[src/rtl/tdes_data_buffer_pkg.sv]
// Shared definitions for the 3DES data buffer: register map offsets and FSM states.
// Pure declarations, no latency.
// No backpressure; used by the buffer top and its FIFOs.
package tdes_data_buffer_pkg;

  // Slave-side register map (HADDR[3:0])
  localparam logic [3:0] ADDR_MODE   = 4'h0;
  localparam logic [3:0] ADDR_KEY1   = 4'h1;
  localparam logic [3:0] ADDR_KEY2   = 4'h2;
  localparam logic [3:0] ADDR_KEY3   = 4'h3;
  localparam logic [3:0] ADDR_CHUNK  = 4'h4;
  localparam logic [3:0] ADDR_RESULT = 4'h8;
  localparam logic [3:0] ADDR_STATUS = 4'hC;

  // All four configuration registers written at least once
  localparam logic [3:0] LOAD_MASK_FULL = 4'b1111;

  typedef enum logic {
    UNCFG = 1'b0,
    RUN   = 1'b1
  } buf_state_t;

  // Status word layout: result count above input count, both zero-extended to 8 bits
  function automatic logic [63:0] statusWord(input logic [7:0] outCnt, input logic [7:0] inCnt);
    return {48'b0, outCnt, inCnt};
  endfunction

endpackage

[src/rtl/tdes_data_buffer_if.sv]
// Bundles the slave-side register bus and the core-side handshakes of the data buffer.
// Wiring only, no latency.
// Flow control is carried by in_valid/in_ready and out_valid/out_ready.
interface tdes_data_buffer_if;
  // Slave controller side
  logic        wr_en;
  logic        rd_en;
  logic [3:0]  addr;
  logic [63:0] wdata;
  logic [63:0] rdata;
  logic        err;
  // 3DES core side
  logic        enc_dec;
  logic [63:0] key1;
  logic [63:0] key2;
  logic [63:0] key3;
  logic        in_valid;
  logic        in_ready;
  logic [63:0] in_data;
  logic        out_valid;
  logic        out_ready;
  logic [63:0] out_data;
  logic        busy;

  // Environment view: slave controller plus core
  modport master (
    output wr_en, rd_en, addr, wdata, in_ready, out_valid, out_data, busy,
    input  rdata, err, enc_dec, key1, key2, key3, in_valid, in_data, out_ready
  );

  // Buffer view
  modport slave (
    input  wr_en, rd_en, addr, wdata, in_ready, out_valid, out_data, busy,
    output rdata, err, enc_dec, key1, key2, key3, in_valid, in_data, out_ready
  );
endinterface

[src/rtl/tdes_data_buffer_sync_fifo.sv]
// Single-clock FIFO with occupancy count; head is visible combinationally on rdData.
// One cycle from push to visibility at the head.
// Push is dropped when full unless a pop frees the slot in the same cycle; pop when empty is ignored.
module sync_fifo #(
  parameter int WIDTH = 64,
  parameter int DEPTH = 4
) (
  input  logic                     HCLK,
  input  logic                     HRESET,
  input  logic                     push,
  input  logic                     pop,
  input  logic [WIDTH-1:0]         wrData,
  output logic [WIDTH-1:0]         rdData,
  output logic                     full,
  output logic                     empty,
  output logic [$clog2(DEPTH):0]   count
);
  localparam int AW = $clog2(DEPTH);
  localparam int CW = AW + 1;

  logic [WIDTH-1:0] mem [DEPTH];
  logic [AW-1:0]    wrPtr;
  logic [AW-1:0]    rdPtr;
  logic [CW-1:0]    cnt;
  logic             doPush;
  logic             doPop;

  assign full   = (cnt == CW'(DEPTH));
  assign empty  = (cnt == '0);
  assign count  = cnt;
  assign rdData = mem[rdPtr];

  // A full FIFO can still take a push when the head leaves in the same cycle
  assign doPop  = pop && !empty;
  assign doPush = push && (!full || doPop);

  // Pointers and occupancy; power-of-two depth makes the pointers wrap naturally
  always_ff @(posedge HCLK or negedge HRESET) begin
    if (!HRESET) begin
      wrPtr <= '0;
      rdPtr <= '0;
      cnt   <= '0;
    end else begin
      if (doPush) wrPtr <= wrPtr + AW'(1);
      if (doPop)  rdPtr <= rdPtr + AW'(1);
      unique case ({doPush, doPop})
        2'b10:   cnt <= cnt + CW'(1);
        2'b01:   cnt <= cnt - CW'(1);
        default: cnt <= cnt;
      endcase
    end
  end

  // Storage needs no reset: entries are only observed once the count covers them
  always_ff @(posedge HCLK) begin
    if (doPush) mem[wrPtr] <= wrData;
  end

endmodule

[src/rtl/tdes_data_buffer.sv]
// Register/buffer stage between the slave controller and the 3DES core: mode/key regs, chunk and result FIFOs.
// Writes take effect at the clock edge; rdata and err are registered, valid the cycle after the access.
// in_valid only in RUN with chunks queued; out_ready drops when the result FIFO is full.
module tdes_data_buffer
  import tdes_data_buffer_pkg::*;
#(
  parameter int IN_DEPTH  = 4,
  parameter int OUT_DEPTH = 4
) (
  input  logic              HCLK,
  input  logic              HRESET,
  tdes_data_buffer_if.slave bus
);
  localparam int IN_CW  = $clog2(IN_DEPTH) + 1;
  localparam int OUT_CW = $clog2(OUT_DEPTH) + 1;

  buf_state_t       state;
  buf_state_t       stateNext;
  logic [3:0]       loadMask;
  logic             encDec;
  logic [63:0]      key1Reg;
  logic [63:0]      key2Reg;
  logic [63:0]      key3Reg;
  logic [63:0]      rdataReg;
  logic [63:0]      rdataNext;
  logic             errReg;

  logic             inFull;
  logic             inEmpty;
  logic [IN_CW-1:0] inCnt;
  logic [63:0]      inHead;
  logic             outFull;
  logic             outEmpty;
  logic [OUT_CW-1:0] outCnt;
  logic [63:0]      outHead;

  logic             isRun;
  logic             cfgAddr;
  logic             cfgOk;
  logic             cfgWr;
  logic             chunkWr;
  logic             inPush;
  logic             inPop;
  logic             outPush;
  logic             outPop;
  logic             wrErr;
  logic             rdErr;

  assign isRun = (state == RUN);

  // Core-side handshakes
  assign bus.in_valid  = isRun && !inEmpty;
  assign bus.in_data   = inHead;
  assign inPop         = bus.in_valid && bus.in_ready;
  assign bus.out_ready = !outFull;
  assign outPush       = bus.out_valid && bus.out_ready;

  // Configuration may only change while the core has nothing queued or in flight
  assign cfgAddr = (bus.addr[3:2] == 2'b00);
  assign cfgOk   = !isRun || (inEmpty && !bus.busy);
  assign cfgWr   = bus.wr_en && cfgAddr && cfgOk;

  // Chunks are accepted only once configured; a same-cycle pop frees a full FIFO's slot
  assign chunkWr = bus.wr_en && (bus.addr == ADDR_CHUNK);
  assign inPush  = chunkWr && isRun && (!inFull || inPop);

  // Any write that neither configures nor queues a chunk is rejected
  assign wrErr = bus.wr_en && !cfgWr && !inPush;

  // Read decode; a read colliding with a write is always rejected
  always_comb begin
    rdataNext = '0;
    rdErr     = 1'b0;
    outPop    = 1'b0;
    if (bus.rd_en) begin
      if (bus.wr_en) begin
        rdErr = 1'b1;
      end else begin
        unique case (bus.addr)
          ADDR_MODE:   rdataNext = {63'b0, encDec};
          ADDR_KEY1,
          ADDR_KEY2,
          ADDR_KEY3:   rdataNext = '0;
          ADDR_RESULT: begin
            if (outEmpty) begin
              rdErr = 1'b1;
            end else begin
              rdataNext = outHead;
              outPop    = 1'b1;
            end
          end
          ADDR_STATUS: rdataNext = statusWord(8'(outCnt), 8'(inCnt));
          default:     rdErr = 1'b1;
        endcase
      end
    end
  end

  // Read data and error pulse; rdata holds its last value between reads
  always_ff @(posedge HCLK or negedge HRESET) begin
    if (!HRESET) begin
      rdataReg <= '0;
      errReg   <= 1'b0;
    end else begin
      if (bus.rd_en) rdataReg <= rdataNext;
      errReg <= wrErr || rdErr;
    end
  end

  // Mode and key registers, plus the record of which have been loaded since reset
  always_ff @(posedge HCLK or negedge HRESET) begin
    if (!HRESET) begin
      encDec   <= 1'b0;
      key1Reg  <= '0;
      key2Reg  <= '0;
      key3Reg  <= '0;
      loadMask <= '0;
    end else if (cfgWr) begin
      unique case (bus.addr[1:0])
        2'd0:    encDec  <= bus.wdata[0];
        2'd1:    key1Reg <= bus.wdata;
        2'd2:    key2Reg <= bus.wdata;
        default: key3Reg <= bus.wdata;
      endcase
      if (!isRun) loadMask[bus.addr[1:0]] <= 1'b1;
    end
  end

  // FSM state register
  always_ff @(posedge HCLK or negedge HRESET) begin
    if (!HRESET) state <= UNCFG;
    else         state <= stateNext;
  end

  // Leave UNCFG one cycle after the last configuration register is loaded
  always_comb begin
    stateNext = state;
    unique case (state)
      UNCFG:   if (loadMask == LOAD_MASK_FULL) stateNext = RUN;
      RUN:     stateNext = RUN;
      default: stateNext = UNCFG;
    endcase
  end

  assign bus.rdata   = rdataReg;
  assign bus.err     = errReg;
  assign bus.enc_dec = encDec;
  assign bus.key1    = key1Reg;
  assign bus.key2    = key2Reg;
  assign bus.key3    = key3Reg;

  sync_fifo #(.WIDTH(64), .DEPTH(IN_DEPTH)) inFifo (
    .HCLK   (HCLK),
    .HRESET (HRESET),
    .push   (inPush),
    .pop    (inPop),
    .wrData (bus.wdata),
    .rdData (inHead),
    .full   (inFull),
    .empty  (inEmpty),
    .count  (inCnt)
  );

  sync_fifo #(.WIDTH(64), .DEPTH(OUT_DEPTH)) outFifo (
    .HCLK   (HCLK),
    .HRESET (HRESET),
    .push   (outPush),
    .pop    (outPop),
    .wrData (bus.out_data),
    .rdData (outHead),
    .full   (outFull),
    .empty  (outEmpty),
    .count  (outCnt)
  );

endmodule
[src/flat_wrapper.sv]
// flat-port wrapper written by rule: the top's interface ports become plain ports
module tdes_data_buffer_flat import tdes_data_buffer_pkg::*;
#(
  parameter int IN_DEPTH  = 4,
  parameter int OUT_DEPTH = 4
)
  (HCLK, HRESET, bus_wr_en, bus_rd_en, bus_addr, bus_wdata, bus_in_ready, bus_out_valid, bus_out_data, bus_busy, bus_rdata, bus_err, bus_enc_dec, bus_key1, bus_key2, bus_key3, bus_in_valid, bus_in_data, bus_out_ready);
  tdes_data_buffer_if bus_i ();
  input  logic HCLK;
  input  logic HRESET;
  input wire logic [$bits(bus_i.wr_en)-1:0] bus_wr_en;
  input wire logic [$bits(bus_i.rd_en)-1:0] bus_rd_en;
  input wire logic [$bits(bus_i.addr)-1:0] bus_addr;
  input wire logic [$bits(bus_i.wdata)-1:0] bus_wdata;
  input wire logic [$bits(bus_i.in_ready)-1:0] bus_in_ready;
  input wire logic [$bits(bus_i.out_valid)-1:0] bus_out_valid;
  input wire logic [$bits(bus_i.out_data)-1:0] bus_out_data;
  input wire logic [$bits(bus_i.busy)-1:0] bus_busy;
  output wire logic [$bits(bus_i.rdata)-1:0] bus_rdata;
  output wire logic [$bits(bus_i.err)-1:0] bus_err;
  output wire logic [$bits(bus_i.enc_dec)-1:0] bus_enc_dec;
  output wire logic [$bits(bus_i.key1)-1:0] bus_key1;
  output wire logic [$bits(bus_i.key2)-1:0] bus_key2;
  output wire logic [$bits(bus_i.key3)-1:0] bus_key3;
  output wire logic [$bits(bus_i.in_valid)-1:0] bus_in_valid;
  output wire logic [$bits(bus_i.in_data)-1:0] bus_in_data;
  output wire logic [$bits(bus_i.out_ready)-1:0] bus_out_ready;
  assign bus_i.wr_en = bus_wr_en;
  assign bus_i.rd_en = bus_rd_en;
  assign bus_i.addr = bus_addr;
  assign bus_i.wdata = bus_wdata;
  assign bus_i.in_ready = bus_in_ready;
  assign bus_i.out_valid = bus_out_valid;
  assign bus_i.out_data = bus_out_data;
  assign bus_i.busy = bus_busy;
  assign bus_rdata = bus_i.rdata;
  assign bus_err = bus_i.err;
  assign bus_enc_dec = bus_i.enc_dec;
  assign bus_key1 = bus_i.key1;
  assign bus_key2 = bus_i.key2;
  assign bus_key3 = bus_i.key3;
  assign bus_in_valid = bus_i.in_valid;
  assign bus_in_data = bus_i.in_data;
  assign bus_out_ready = bus_i.out_ready;
  tdes_data_buffer #(.IN_DEPTH(IN_DEPTH), .OUT_DEPTH(OUT_DEPTH)) u_core (.HCLK(HCLK), .HRESET(HRESET), .bus(bus_i));
endmodule
[config.mk]
export PLATFORM = sky130hd
export DESIGN_NAME = tdes_data_buffer_flat
export DESIGN_NICKNAME = d
export VERILOG_FILES = /design/src/rtl/tdes_data_buffer_pkg.sv /design/src/rtl/tdes_data_buffer_if.sv /design/src/rtl/tdes_data_buffer_sync_fifo.sv /design/src/rtl/tdes_data_buffer.sv /design/src/flat_wrapper.sv
export SDC_FILE = /design/constraint.sdc
export NUM_CORES = 1
export LEC_CHECK = 0
export ABC_AREA = 1
export BUFFER_PORTS_ARGS = -buffer_cell sky130_fd_sc_hd__buf_2
export CAP_MARGIN = 30
export CORE_MARGIN = 5
export CORE_UTILIZATION = 50
export CTS_CLUSTER_DIAMETER = 80
export DETAILED_ROUTE_END_ITERATION = 8
export PLACE_DENSITY = 0.82
export SYNTH_ARGS = -nofsm -noshare
export SYNTH_HDL_FRONTEND = slang
export SYNTH_SLANG_ARGS = --single-unit
[constraint.sdc]
create_clock -name HCLK -period 3.8 [get_ports HCLK]
set_input_delay 1.14 -clock HCLK [delete_from_list [all_inputs] [get_ports HCLK]]
set_output_delay 1.14 -clock HCLK [all_outputs]
set_load 0.03 [all_outputs]
==> out/metrics.cfg, run 1 <==
[power_and_ir_drop]
power_mw = 28.7
pwr_density_cell_nw_per_um2 = 799
peakVddDrop_uv = 692
p_leak_nw = 15.2

[synth]
ys_seq_area_share_pct = 75.0
synth_flop_cell = edfxtp_1
synthTopCellsByCount = 590 x nand2_1, 512 x edfxtp_1, 277 x dfrtp_1
yosysMostFrequentCell = nand2_1
ys_types = 30
yosysTopAreaCell = edfxtp_1
yosysWarningCount = 0
synth_edf_count = 512
synth_nets = 2587
ys_top_cells_by_area = edfxtp_1 52%, dfrtp_1 23%, nand2_1 7.4%
syn_area_per_cell_sq_um = 12.2
synth_area_sq_um = 29700
synth.ff_latch_count = 789
yosysTopAreaCellShare_pct = 51.7
syn_inst = 2436
async_reset_ff_share_pct = 35.1

[worst_setup_path]
path_class = reg2out
worst-endpoint-required_ns = 2.66
critical_path_arrival_ns = 2.50
path_max_fanout = 83
endpoint_kind = output pin
crit_path_start_kind = flip-flop

[timing]
drv_slew = 0
setup_tns_ns = 0
period_share_pct = 95.8
setup_viol = 0
hold_viol_final = 0
worstMarginPinSlew_ns = 0.958
post-route-min-period_ns = 3.64
slew-limit-headroom_pct = 36.1
rsz0062_at_grt = false
holdWs_ns = 0.477
finClkSkew_ns = 0.0362
max_freq_mhz = 275

[routing]
post_drt_wl_per_cell_microns = 19.8
wl_microns = 74100
routed-via-count = 20484
dr.pass1.iters = 5
drc = 0
drt_iter0_markers = 1904
ant_nets = 0
via_per_inst = 5.48

[floorplan]
std_cell_rows = 89
die_h_microns = 254
initial_core_util_pct = 50.4
coreArea_sq_um = 59000
die_x_microns = 254
num_io_pins = 463
die_area_sq_um = 64500

[cts]
cts_inserted_buffers = 81
cts.root.buffer_cell = clkbuf_16
cts_sinks = 789
clock_latency_ns = 0.63
postCtsSetupRepairBufs = 0
clkTransAtPathRegs_ns = 0.06
post_cts_resized = 0
cts_tree = built
clockBufferDepth = 3
cts_hold_buf = 0
htreeDepth = 3

[grt]
grt_start_max_net_pins = 129
antenna_found_initial = 13
groute.usage.overall_pct = 22.3
grt-ovfl-total = 0
grt_pass1_vias = 20033
grt_first_pass_wirelength_microns = 113000

[run_status]
run_status = finished clean

[placement]
portBuffers = 462
gp_congestion = 0.862
hpwl_microns = 47400

[finish]
fillers = 4315
syn2layout_area_growth_pct = 20.6
drive_gt1_share_pct = 22.7
fin_nets = 3044

[min_path]
hold_path.class = in2async

[job]
cap_violations = 0

-- flip-flops by register name, indices dropped and copies added, names as in the netlist --
signal                count
u_core.bus.enc_dec        1
u_core.bus.err            1
u_core.bus.key1          64
u_core.bus.key2          64
u_core.bus.key3          64
u_core.bus.rdata         64
u_core.inFifo.count       3
u_core.inFifo.mem       256
u_core.inFifo.rdPtr       2
u_core.inFifo.wrPtr       2
u_core.isRun              1
u_core.loadMask           4
u_core.outFifo.count      3
u_core.outFifo.mem      256
u_core.outFifo.rdPtr      2
u_core.outFifo.wrPtr      2
-- layer usage --
layer  share of wire, %  up-vias  routed length, microns  GRT usage, %
met5               0.21        -                     154             0
met4                3.2       22                    2350          7.70
met3                 10      176                    7510          5.99
met2                 49     1028                   36100          37.1
met1                 38     9918                   28000          28.6
li1                   -     9340                       -             -
-- kinds of logic (layout without fill, tap and decap cells) --
| kind of cell | Yosys count | after routing | share of synthesized area [%] |
|---|---|---|---|
| DFF | 789 | 789 | 75.0 |
| buffers and inverters | 246 | 772 | 3.69 |
| adders and majority gates | 12 | 12 | 0.555 |
| xor gates and xnor gates | 7 | 7 | 0.206 |
| AOI/OAI and AO/OA | 478 | 478 | 8.47 |
| and+or+nand+nor | 904 | 904 | 12.1 |
| other | 0 | 4 | 0 |
-- where the power goes --
group / switching (mW) / internal [mW] / total [mW]
logic: 6.71 / 2.47 / 9.18
clock network: 3.34 / 4.56 / 7.90
registers: 0.834 / 10.7 / 11.6
-- worst max-delay path: stages, from the launching register on --
cell     delay [ns]
dfrtp_4        0.67
buf_12         0.36
buf_4          0.27
o21ai_0        0.11
o22ai_1        0.21
buf_2          0.24
-- layout by cell type (no fill, tap or decap), drive strengths merged, types with 2 or more instances in the layout --
master / n
inv: 110
bufinv: 4
nand3: 128
ha: 10
edfxtp: 512
nor2: 183
o21bai: 3
o21ai: 404
diode: 4
clkbuf: 112
xnor2: 2
fa: 2
nand2: 592
buf: 514
dfrtp: 277
clkinv: 32
a21oi: 4
xor2: 5
o22ai: 64
-- per-stage QoR --
stage | cell area (sq um) | setup WS (ns) | util (%) | cells
6_report | 35900 | 0.161 | 60.8 | 3739
2_1_floorplan | 29800 | -0.702 | - | 2436
4_1_cts | 35800 | 0.104 | 60.7 | 3734
5_1_grt | 35900 | 0.000767 | 60.7 | 3736
3_3_place_gp | 33100 | 0.513 | 56.1 | 3582
3_5_place_dp | 33100 | 0.445 | 56.1 | 3582
-- path summary, 6_finish.rpt --
check                                                    start                                 end  slack, ns  cells past startpoint
max                         u_core.inFifo.rdPtr[0]$_DFFE_PN0P_                     bus_in_data[25]       0.16                      5
min                                                     HRESET    u_core.bus.rdata[28]$_DFFE_PN0P_       0.48                      1
max reg2reg                u_core.outFifo.rdPtr[0]$_DFFE_PN0P_    u_core.bus.rdata[43]$_DFFE_PN0P_       1.36                      6
min reg2reg                   u_core.bus.rdata[29]$_DFFE_PN0P_    u_core.bus.rdata[29]$_DFFE_PN0P_       0.48                      2
max in group asynchronous                               HRESET  u_core.inFifo.rdPtr[1]$_DFFE_PN0P_       2.53                      2
min in group HCLK             u_core.bus.rdata[29]$_DFFE_PN0P_    u_core.bus.rdata[29]$_DFFE_PN0P_       0.48                      2
-- area by class of cell --
type / count / area, sq um / share of cell area (%)
timing repair buffer: 514 / 3050 / 8.49
clock inverter: 40 / 417 / 1.16
clock buffer: 112 / 2290 / 6.38
antenna: 4 / 10.0 / 0.0279
sequential: 789 / 22300 / 62.2
tap: 773 / 967 / 2.70
inverter: 106 / 400 / 1.12
multi-input combinational: 1401 / 6420 / 17.9
No activity file was read; power rests on OpenSTA's default activity.
==> run 2, diff against run 1 <==
CELL_PAD_IN_SITES_DETAIL_PLACEMENT = 1   (was unset)
CELL_PAD_IN_SITES_GLOBAL_PLACEMENT = 1   (was unset)
CORE_UTILIZATION = 41   (was 50)
PLACE_DENSITY = 0.84   (was 0.82)
SYNTH_HIERARCHICAL = 1   (was unset)
==> run 2 against run 1 <==
First-iteration DRC count shrank 25%. Register-to-register slack lost 0.58 ns. Total power grew 4.2%. Critical endpoint is now bus_in_data[12]. Largest cell class unchanged. Highest routed layer unchanged.
==> out/metrics.cfg, run 2 <==
[run_status]
run_status = finished clean

[grt]
grt_start_max_net_pins = 130
grt_pass1_vias = 22681
grt-ovfl-total = 0
groute.usage.overall_pct = 22.3
grt_first_pass_wirelength_microns = 137000
antenna_found_initial = 13

[finish]
drive_gt1_share_pct = 22.3
fin_nets = 3083
fillers = 7751
fin_area_sq_um = 36200
syn2layout_area_growth_pct = 20.9
final_cells = 3969
final_cell_mix = 512 x edfxtp_1, 461 x buf_2, 436 x nand2_1
layout_commonest_cell = edfxtp_1
reg_top3 = u_core/inFifo/mem: 256 flops, u_core/outFifo/mem: 256 flops

[power_and_ir_drop]
p_leak_nw = 15.3
pwr_density_cell_nw_per_um2 = 824
switchingPower_mw = 11.8
internal_power_mw = 18.1
peakVddDrop_uv = 579
p_seq_share_pct = 39.2
clock_power_share_pct = 26.6
swShare_pct = 39.5
power_mw = 29.9
pwr-share-comb_pct = 34.2

[worst_setup_path]
path_max_fanout = 65
worst-endpoint-required_ns = 2.66
critical_path_arrival_ns = 2.56
slowest_delay_ns = 0.54
crit_path_start_kind = flip-flop
crit_chain = buf_4 -> o21ai_0 -> o22ai_1 -> buf_2
path_class = reg2out
critPathSlowestCell = buf_4
endpoint_kind = output pin

[synth]
synth_nets = 2612
synth_flop_cell = edfxtp_1
ys_types = 31
syn_inst = 2462
synth_compound_area_share_pct = 10.2
yosysWarningCount = 6
synth.ff_latch_count = 789
synth-xor-area-share_pct = 0.0877
synthMuxAreaShare_pct = 0
synth_edf_count = 512
synth_top_family_by_area = simple AND/OR/NAND/NOR gates
async_reset_ff_share_pct = 35.1
synth_area_sq_um = 30000
synthTopCellsByCount = 512 x edfxtp_1, 436 x nand2_1, 341 x nor2_1
ys_top_cells_by_area = edfxtp_1 51%, dfrtp_1 23%, nand2_1 5.5%
yosys.area_share.simple_pct = 10.5
yosys.area_share.adder_pct = 0.509
ys_seq_area_share_pct = 74.4
yosysTopAreaCell = edfxtp_1
syn_area_per_cell_sq_um = 12.2
yosysMostFrequentCell = edfxtp_1
yosysTopAreaCellShare_pct = 51.3

[timing]
holdWs_ns = 0.458
slew-limit-headroom_pct = 36.2
rsz0062_at_grt = false
setup_viol = 0
worstMarginPinSlew_ns = 0.956
setup_ws_ns = 0.101
finClkSkew_ns = 0.0264
max_freq_mhz = 270
post-route-min-period_ns = 3.70
hold_viol_final = 0
drv_slew = 0
period_share_pct = 97.3

[floorplan]
die_x_microns = 280
std_cell_rows = 99
die_area_sq_um = 78600
initial_core_util_pct = 41.2
num_io_pins = 463
coreArea_sq_um = 72700
die_h_microns = 280

[placement]
hpwl_microns = 59600
portBuffers = 462
dp_cells = 3807
dpl_worst_slack_ns = 0.419
gp_congestion = 0.790
dpl_cell_area_sq_um = 33500

[routing]
post_drt_wl_per_cell_microns = 22.7
drt_iter0_markers = 1422
drc = 0
dr.pass1.iters = 7
wl_microns = 90100
ant_nets = 0
via_per_inst = 5.30
routed-via-count = 21046

[cts]
cts_sinks = 789
clock_latency_ns = 0.62
cts_hold_buf = 0
cts.root.buffer_cell = clkbuf_16
htreeDepth = 3
clkTransAtPathRegs_ns = 0.06
clockBufferDepth = 3
cts_tree = built
cts_inserted_buffers = 83
post_cts_resized = 0
postCtsSetupRepairBufs = 0

[min_path]
hold_path.class = reg2reg

[job]
cap_violations = 0

==> run 2: cell types whose count changed after synthesis, moves of 13 or more <==
cell | previous run | this run
nand2_1 | 590 | 436
clkbuf_1 | 52 | 39
nand3_1 | 127 | 27
o21ai_0 | 181 | 307
nor2_1 | 179 | 341
buf_6 | 8 | 27
==> run 2: worst max-delay path, delay by kind of cell, from the launching register on <==
kind	cells	cell delay, ns
AOI/OAI and AO/OA	2	0.66
buffers and inverters	2	0.83
DFF	1	0.37
==> run 2: logic make-up (layout without fill, tap and decap cells) <==
logic type                 Yosys count  in the layout
xor gates and xnor gates             3              3
adders and majority gates           11             11
other                                0              7
DFF                                789            789
AOI/OAI and AO/OA                  588            588
buffers and inverters              253            794
and+or+nand+nor                    818            818
==> run 2: worst paths after layout <==
path / startpoint / endpoint / cells past startpoint / slack [ns]
min: u_core/loadMask[1]$_DFFE_PN0P_ / u_core/loadMask[1]$_DFFE_PN0P_ / 2 / 0.46
max: u_core/inFifo/rdPtr[1]$_DFFE_PN0N_ / bus_in_data[12] / 4 / 0.10
max in group asynchronous: HRESET / u_core/bus.key3[1]$_DFFE_PN0P_ / 2 / 2.42
max reg2reg: u_core/outFifo/count[0]$_DFFE_PN0P_ / u_core/outFifo/mem[3][62]$_DFFE_PP_ / 11 / 0.78
min reg2reg: u_core/loadMask[1]$_DFFE_PN0P_ / u_core/loadMask[1]$_DFFE_PN0P_ / 2 / 0.46
min in group asynchronous: HRESET / u_core/bus.rdata[34]$_DFFE_PN0P_ / 1 / 0.52
==> run 2: power by group through the flow <==
| stage | clock network (mW) | logic, mW | registers, mW |
|---|---|---|---|
| final | 7.94 | 10.2 | 11.7 |
| after global routing | 8.54 | 10.9 | 11.9 |
| after CTS | 8.10 | 10.3 | 11.7 |
| after detailed placement | 0 | 10.1 | 11.8 |
| after global placement | 0 | 9.66 | 11.7 |
| after floorplan | 0 | 4.87 | 13.5 |
==> run 2: cell type report <==
class | count | area [sq um] | area share (%)
flip-flops and latches | 789 | 22300 | 61.6
multi-input cells | 1420 | 6470 | 17.9
well taps | 959 | 1200 | 3.31
diodes | 7 | 17.5 | 0.0484
clock inverters | 30 | 327 | 0.901
inverters | 114 | 435 | 1.20
clock buffers | 125 | 2370 | 6.53
repair buffers | 525 | 3100 | 8.55
==> run 2: per-stage QoR <==
stage / TNS, ns / util [%]
detailed placement: 0 / 46.1
finish: 0 / 49.8
global route: 0 / 49.8
floorplan: -122.42 / -
global placement: 0 / 46.1
CTS: 0 / 49.8
==> run 2: metal layers <==
metal  track usage [%]  part of all wire (%)
met1              27.1                    39
met2              39.3                    51
met3              5.76                   7.7
met4              6.65                   2.6
met5                 0                 0.043
